**config.mk**
```make
export PLATFORM = sky130hd
export DESIGN_NAME = muldiv
export DESIGN_NICKNAME = d
export VERILOG_FILES = /design/src/rtl/muldiv_pkg.sv /design/src/rtl/muldiv_divstep.sv /design/src/rtl/muldiv.sv
export SDC_FILE = /design/constraint.sdc
export NUM_CORES = 1
export LEC_CHECK = 0
export ABC_AREA = 0
export CORE_ASPECT_RATIO = 1.75
export CORE_MARGIN = 5
export CORE_UTILIZATION = 55
export CTS_CLUSTER_SIZE = 12
export DETAILED_ROUTE_END_ITERATION = 16
export PLACE_DENSITY = 0.78
export SYNTH_ARGS = -nofsm -noshare
export SYNTH_HDL_FRONTEND = slang
export SYNTH_HIERARCHICAL = 1
export SYNTH_SLANG_ARGS = --single-unit
```
**constraint.sdc**
```tcl
create_clock -name clk -period 5.19 [get_ports clk]
set_input_delay 0.7785 -clock clk [delete_from_list [all_inputs] [get_ports clk]]
set_output_delay 0.7785 -clock clk [all_outputs]
set_load 0.05 [all_outputs]
```
**src/rtl/muldiv_pkg.sv**
```systemverilog
// Shared definitions for the muldiv unit: op encodings, FSM states, iteration count.
package muldiv_pkg;

  localparam logic [1:0] MD_MULT  = 2'b00;
  localparam logic [1:0] MD_MULTU = 2'b01;
  localparam logic [1:0] MD_DIV   = 2'b10;
  localparam logic [1:0] MD_DIVU  = 2'b11;

  localparam int unsigned MD_ITER = 32;

  typedef enum logic [1:0] {
    StIdle = 2'b00,
    StRun  = 2'b01,
    StFix  = 2'b10
  } md_state_e;

endpackage

```
**src/rtl/muldiv_divstep.sv**
```systemverilog
// One restoring-division step: shift in the next dividend bit, subtract the divisor
// and keep the difference when it is non-negative.
module muldiv_divstep #(
  parameter int unsigned DATA_WIDTH = 32
) (
  input  logic [DATA_WIDTH-1:0] rem_i,
  input  logic                  bit_i,
  input  logic [DATA_WIDTH-1:0] divisor_i,
  output logic [DATA_WIDTH-1:0] rem_o,
  output logic                  q_o
);

  logic [DATA_WIDTH:0]   shifted;
  logic [DATA_WIDTH-1:0] diff;

  always_comb begin
    shifted = {rem_i, bit_i};
    // Low bits of the wrapped difference are exact whenever the subtraction is kept.
    diff    = shifted[DATA_WIDTH-1:0] - divisor_i;
    q_o     = (shifted >= {1'b0, divisor_i});
    rem_o   = q_o ? diff : shifted[DATA_WIDTH-1:0];
  end

endmodule

```
**src/rtl/muldiv.sv**
```systemverilog
// Multi-cycle multiply/divide unit with architectural HI/LO registers.
// Define MULDIV_FAST_MUL_EN for a single-cycle combinational multiply path.
module muldiv
  import muldiv_pkg::*;
#(
  parameter int unsigned DATA_WIDTH = 32
) (
  input  logic                  clk,
  input  logic                  rst_n,
  input  logic                  start,
  input  logic [1:0]            op,
  input  logic [DATA_WIDTH-1:0] a,
  input  logic [DATA_WIDTH-1:0] b,
  input  logic                  hi_we,
  input  logic                  lo_we,
  input  logic [DATA_WIDTH-1:0] wd,
  output logic                  busy,
  output logic [DATA_WIDTH-1:0] hi,
  output logic [DATA_WIDTH-1:0] lo
);

  localparam int unsigned W    = DATA_WIDTH;
  localparam int unsigned CntW = $clog2(MD_ITER);
  localparam logic [CntW-1:0] CntLast = CntW'(MD_ITER - 1);

  md_state_e       state_q, state_d;
  logic [CntW-1:0] cnt_q, cnt_d;
  logic [2*W-1:0]  acc_q, acc_d;
  logic [W-1:0]    opb_q, opb_d;
  logic            is_div_q, is_div_d;
  logic            neg_p_q, neg_p_d;
  logic            neg_r_q, neg_r_d;
  logic [W-1:0]    hi_q, hi_d;
  logic [W-1:0]    lo_q, lo_d;

  logic            is_signed;
  logic [W-1:0]    mag_a, mag_b;
  logic [W:0]      mul_sum;
  logic [W-1:0]    div_rem;
  logic            div_q;
  logic [2*W-1:0]  prod_fix;
  logic [W-1:0]    quot_fix, rem_fix;

  muldiv_divstep #(
    .DATA_WIDTH(W)
  ) u_divstep (
    .rem_i    (acc_q[2*W-1:W]),
    .bit_i    (acc_q[W-1]),
    .divisor_i(opb_q),
    .rem_o    (div_rem),
    .q_o      (div_q)
  );

  always_comb begin
    is_signed = (op == MD_MULT) || (op == MD_DIV);
    mag_a     = (is_signed && a[W-1]) ? -a : a;
    mag_b     = (is_signed && b[W-1]) ? -b : b;
    // Multiplier bits sit in acc low half; partial product accumulates in the high half.
    mul_sum   = {1'b0, acc_q[2*W-1:W]} + (acc_q[0] ? {1'b0, opb_q} : {(W+1){1'b0}});
    prod_fix  = neg_p_q ? -acc_q : acc_q;
    quot_fix  = neg_p_q ? -acc_q[W-1:0] : acc_q[W-1:0];
    rem_fix   = neg_r_q ? -acc_q[2*W-1:W] : acc_q[2*W-1:W];
  end

  always_comb begin
    state_d  = state_q;
    cnt_d    = cnt_q;
    acc_d    = acc_q;
    opb_d    = opb_q;
    is_div_d = is_div_q;
    neg_p_d  = neg_p_q;
    neg_r_d  = neg_r_q;
    hi_d     = hi_q;
    lo_d     = lo_q;

    unique case (state_q)
      StIdle: begin
        if (start) begin
          acc_d    = {{W{1'b0}}, mag_a};
          opb_d    = mag_b;
          is_div_d = op[1];
          neg_p_d  = is_signed && (a[W-1] ^ b[W-1]);
          neg_r_d  = is_signed && a[W-1];
          cnt_d    = '0;
          state_d  = StRun;
`ifdef MULDIV_FAST_MUL_EN
          if (!op[1]) begin
            acc_d   = {{W{1'b0}}, mag_a} * {{W{1'b0}}, mag_b};
            state_d = StFix;
          end
`endif
        end else begin
          if (hi_we) hi_d = wd;
          if (lo_we) lo_d = wd;
        end
      end
      StRun: begin
        if (is_div_q) begin
          acc_d = {div_rem, acc_q[W-2:0], div_q};
        end else begin
          acc_d = {mul_sum, acc_q[W-1:1]};
        end
        cnt_d = cnt_q + 1'b1;
        if (cnt_q == CntLast) state_d = StFix;
      end
      StFix: begin
        if (is_div_q) begin
          lo_d = quot_fix;
          hi_d = rem_fix;
        end else begin
          {hi_d, lo_d} = prod_fix;
        end
        state_d = StIdle;
      end
      default: state_d = StIdle;
    endcase
  end

  always_ff @(posedge clk or negedge rst_n) begin
    if (!rst_n) begin
      state_q  <= StIdle;
      cnt_q    <= '0;
      acc_q    <= '0;
      opb_q    <= '0;
      is_div_q <= 1'b0;
      neg_p_q  <= 1'b0;
      neg_r_q  <= 1'b0;
      hi_q     <= '0;
      lo_q     <= '0;
    end else begin
      state_q  <= state_d;
      cnt_q    <= cnt_d;
      acc_q    <= acc_d;
      opb_q    <= opb_d;
      is_div_q <= is_div_d;
      neg_p_q  <= neg_p_d;
      neg_r_q  <= neg_r_d;
      hi_q     <= hi_d;
      lo_q     <= lo_d;
    end
  end

  assign busy = (state_q != StIdle);
  assign hi   = hi_q;
  assign lo   = lo_q;

endmodule

```
; ---- After elaboration in Yosys (flattened, before gate mapping)
; Index checks and enable logic that the tools add are counted.
[classes]
add_sub_neg = 8
order_cmp = 1
eq_ne = 9
n_mux = 23
bitwise_logic = 1
n_reduce_logical = 14
[ops]
columns = cell, n
row1 = $mux W32, 12
row2 = $mux W64, 3
row3 = $neg A32 Y32, 4
row4 = $pmux W32 S2, 2
row5 = $pmux W64 S2, 1
row6 = $neg A64 Y64, 1
row7 = $add A32 B32 Y33, 1
row8 = $ge A33 B32 Y1, 1
row9 = $sub A32 B32 Y32, 1
row10 = $ne A2 B2 Y1 const B, 5
row11 = $pmux W5 S2, 1
row12 = $reduce_and A2 Y1, 3
row13 = $reduce_and A3 Y1, 2
row14 = $reduce_bool A2 Y1, 3
row15 = $add A5 B1 Y5 const B, 1
row16 = $eq A5 B5 Y1 const B, 1
row17 = $mux W5, 1
row18 = $eq A2 B2 Y1 const B, 2
row19 = $logic_not A2 Y1, 2
row20 = $mux W2, 2
row21 = $pmux W2 S2, 1
row22 = $logic_and A1 B1 Y1, 3
row23 = $eq A2 B1 Y1 const B, 1
row24 = $logic_or A1 B1 Y1, 1
row25 = $xor A1 B1 Y1, 1
[word_totals]
register_bits = 170
input_bits = 103
out_inout_bits = 65
word_cells = 65

; ---- Logic depth before layout (Yosys ltp)
[logic_depth]
word_depth = 6
mapped_depth = 17
mapped_depth_nobuf = 14

; ---- Modules after synthesis
; The synthesis kept the hierarchy.
[modules_own_cells]
columns = module, instances, cells_per_inst, area_each_um2
row1 = muldiv, 1, 1501, 12316.8
row2 = muldiv_divstep, 1, 323, 2331.0

; ---- Worst setup path before layout
; OpenSTA, ideal clock, no wires.
[synth_path]
path_kind = reg-to-reg
start = reg acc_q[38]
end = reg acc_q[60]
arrival_ns = 3.214
t_required_ns = 5.052
path_slack_ns = 1.838
path_stages_with_launch = 15
path_buffers = 2
synth_period_minus_slack_ns = 3.352
cell_sequence = dfrtp_1 -> ha_1 -> a21oi_2 -> a211oi_1 -> or3_4 -> nor4b_4 -> o21ai_2 -> a31oi_4 -> o21a_4 -> inv_2 -> buf_6 -> buf_12 -> mux2_4 -> a221oi_1 -> o211ai_1
[synth_via]
elab_chain_len = 4
elab_cells_between_ends = 6
cone_classes = add/sub (2) / order compare (1) / mux (3)
[synth_rtl]
columns = element, line_no
row1 = "start, declared", muldiv.sv:28  ; logic [2*W-1:0] acc_q, acc_d;
row2 = "start signal, assigned", muldiv.sv:123  ; acc_q <= '0;
row3 = "start signal, assigned", muldiv.sv:133  ; acc_q <= acc_d;
row4 = $ge A33 B32 Y1, muldiv_divstep.sv:20  ; q_o = (shifted >= {1'b0, divisor_i});
row5 = named net div_q, muldiv.sv:40  ; logic div_q;
row6 = $mux W32, muldiv_divstep.sv:21  ; rem_o = q_o ? diff : shifted[DATA_WIDTH-1:0];
row7 = named net div_rem[28], muldiv.sv:39  ; logic [W-1:0] div_rem;
row8 = $mux W64, muldiv.sv:98  ; if (is_div_q) begin
row9 = $pmux W64 S2, muldiv.sv:76  ; unique case (state_q)
; The timed path passes the listed nets, and every way through them passes these cells.
; A chain may end at the register's enable or synchronous reset.

; ---- Worst setup path in the final report
[layout_path]
start = reg acc_q[0]
end = reg acc_q[61]
[layout_via]
elab_chain_len = 4
[layout_rtl]
columns = element, line_no
row1 = $mux W32, muldiv.sv:59  ; mul_sum = {1'b0, acc_q[2*W-1:W]} + (acc_q[0] ? {1'b0, opb_q} : {(W+1){1'b0}});
row2 = $add A32 B32 Y33, muldiv.sv:59
row3 = $mux W64, muldiv.sv:98
row4 = $pmux W64 S2, muldiv.sv:76
; No other way between the ends.

==> flow_metrics.env <==
export IMPL_slew_violations=0
export IMPL_ys_seq_elements=170
export IMPL_initial_core_util=0.553
export IMPL_wl_mm=47.8
export IMPL_clock_latency_ns=0.47
export IMPL_synthTopCellsByArea="dfrtp_1 (29%), o21ai_0 (7.6%), xnor2_1 (6.8%)"
export IMPL_post_cts_resized=0
export IMPL_finalNonFillerCells=2261
export IMPL_grt_pass1_wl_mm=74.1
export IMPL_grt_pass1_vias=14200
export IMPL_hold_violations=0
export IMPL_syn_area_sq_um=14600
export IMPL_setup_violations=0
export IMPL_globalplace_congestion=1.00
export IMPL_crit_required_ns=5.52
export IMPL_die_w_microns=133
export IMPL_worstSetupPathType="reg2reg"
export IMPL_holdBufCountCts=0
export IMPL_clk_pin_slew_ns=0.07
export IMPL_syn_inst=1824
export IMPL_avgSynthCellArea_sq_um=8.03
export IMPL_cp_start_kind="flop"
export IMPL_grt_max_degree=126
export IMPL_vias=14300
export IMPL_tritoncts="done"
export IMPL_synth_nets=1999
export IMPL_layout_setup_ws_ns=1.16
export IMPL_post_route_period_util=0.777
export IMPL_slew_headroom=0.259
export IMPL_pre_cts_ws_ns=1.16
export IMPL_ant_nets=0
export IMPL_tightest_slew_ns=1.11
export IMPL_clock_path_buffers=2
export IMPL_coreArea_sq_um=26500
export IMPL_cap_violations=0
export IMPL_synth_area_leader_cell="dfrtp_1"
export IMPL_slowest_delay_ns=0.73
export IMPL_remaining_drc_errors=0
export IMPL_dp_hpwl_mm=37.1
export IMPL_cts_buffers=17
export IMPL_end_kind="flop"
export IMPL_r2r_cells=12
export IMPL_ctsHtreeMaxLevel=4
export IMPL_fp_dieH_microns=226
export IMPL_synth_common_cells="nand2_1 (256), o21ai_0 (223), dfrtp_1 (170)"
export IMPL_synth_seq_area_share=0.290
export IMPL_synthArstFlopShare=1.00
export IMPL_row_count=79
export IMPL_antenna_cells=0
export IMPL_dpl_cell_count=2230
export IMPL_drt_initial_drc_count=1122
export IMPL_critPathMaxFanout=26
export IMPL_first_pass_iters=6
export IMPL_ir_drop_v=0.000357
export IMPL_synth_most_common_cell="nand2_1"
export IMPL_root_buffer="clkbuf_16"
export IMPL_clock_sinks=170
export IMPL_nets=2100
export IMPL_rsz0062_at_grt="false"
export IMPL_synth_main_ff_cell="dfrtp_1"
export IMPL_grt_overflow_total=0
export IMPL_wl_per_cell_microns=21.1
export IMPL_vias_per_cell=6.30
export IMPL_antenna_found_initial=0
export IMPL_grt_usage=0.313
export IMPL_post_cts_buffers=0
export IMPL_hp_class="in2async"
export IMPL_p_leak_nw=6.92
export IMPL_setup_total_negative_slack_ns=0
export IMPL_area_delta_synth_final_pct=16.2
export IMPL_skew_ns=0.0111
export IMPL_fmax_ghz=0.248
export IMPL_synth_cell_types=77
export IMPL_synth_edf_count=0
export IMPL_port_buffers=167
export IMPL_crit_chain="buf_4 -> and2_1 -> ha_1 -> o21ai_0 -> nand2b_1 -> nand3_1 -> o21ai_0 -> a21oi_1 -> o31ai_1 -> a31oi_1 -> a221oi_1 -> o31ai_1"
export IMPL_worst_path_max_delay_cell="o31ai_1"
export IMPL_power_density_nw_per_um2=799
export IMPL_drive_gt1_frac=0.0589
export IMPL_ys_warn_count=6
export IMPL_dieArea_sq_um=30100
export IMPL_layout_min_cycle_time_ns=4.03
export IMPL_boundaryPins=168
export IMPL_synth_top_area_frac=0.290
export IMPL_outcome="finished clean"
export IMPL_cp_data_arrival_time_ns=4.36
==> power by group <==
group          leakage (nW)  internal [mW]  switching, mW
sequential             1.98           1.98          0.976
combinational          4.69           3.91           5.52
clock                 0.253          0.621          0.577
total                  6.92           6.52           7.07
==> cell type report <==
cell class              instances  area [sq um]
multi-input cells            1487          9770
fillers                      2360          9480
flip-flops and latches        170          4260
repair buffers                184          1810
clock buffers                  21           450
well taps                     324           405
inverters                      65           244
clock inverters                10          73.8
==> cell usage in the layout, fill, tap and decap left out, types with 9 or more instances in the layout <==
| master | count |
|---|---|
| a211oi_1 | 22 |
| a21o_1 | 29 |
| a21oi_1 | 131 |
| a22oi_1 | 16 |
| a31oi_1 | 16 |
| and2_1 | 41 |
| and3_1 | 9 |
| buf_4 | 16 |
| clkbuf_16 | 17 |
| clkdlybuf4s50_1 | 166 |
| dfrtp_1 | 169 |
| ha_1 | 70 |
| inv_1 | 63 |
| mux2_2 | 22 |
| mux2_4 | 9 |
| mux2i_1 | 84 |
| nand2_1 | 255 |
| nand2b_1 | 9 |
| nand3_1 | 22 |
| nand4_1 | 18 |
| nor2_1 | 91 |
| nor2b_1 | 27 |
| nor3_1 | 32 |
| nor4_1 | 13 |
| o21ai_0 | 223 |
| o31ai_1 | 25 |
| or3_1 | 23 |
| xnor2_1 | 114 |
| xor2_1 | 53 |
==> final timing paths <==
path | startpoint | endpoint | slack [ns]
max in group asynchronous | rst_n | hi[0] | 3.87
setup / recovery | acc_q[0] | acc_q[61] | 1.16
hold reg to reg | cnt_q[3] | cnt_q[3] | 0.49
hold / removal | rst_n | opb_q[5] | 0.28
setup reg to reg | acc_q[0] | acc_q[61] | 1.16
min in group clk | cnt_q[3] | cnt_q[3] | 0.49
==> sequential cells by signal, indices dropped and copies added, names as in the netlist <==
register	cells
state_q	2
opb_q	32
neg_r_q	1
lo	32
neg_p_q	1
hi	32
acc_q	64
is_div_q	1
cnt_q	5
==> critical path: cells and delay by family, from the launching register on <==
family / cells / cell delay [ns]
simple gates: 3 / 0.36
flops: 1 / 0.55
compound gates: 7 / 2.31
buf+inv: 1 / 0.30
fa+ha+maj: 1 / 0.36
==> stage by stage <==
stage	power, mW	util	area [sq um]	hold slack [ns]
after floorplan	9.56	-	14600	0.449
after global placement	12.0	0.622	16500	0.464
after detailed placement	12.2	0.622	16500	0.485
after CTS	13.4	0.642	17000	0.303
after global routing	14.5	0.642	17000	0.342
final	13.6	0.642	17000	0.275
==> cells by family after synthesis <==
logic type	after synthesis	share of synthesized area
buffers and inverters	167	0.0446
adders and majority gates	72	0.0625
DFF	170	0.290
xor gates and xnor gates	167	0.0999
and+or+nand+nor	585	0.195
muxes	115	0.0835
AOI/OAI and AO/OA	548	0.224
==> per-layer routing <==
metal | vias to the layer above | GRT usage | routed length (microns)
met5 | - | 0 | 0
met2 | 541 | 0.598 | 25700
li1 | 6699 | - | -
met1 | 6852 | 0.314 | 16700
met4 | 0 | 0.203 | 3270
met3 | 162 | 0.0417 | 2200
No activity file was read; power rests on OpenSTA's default activity.
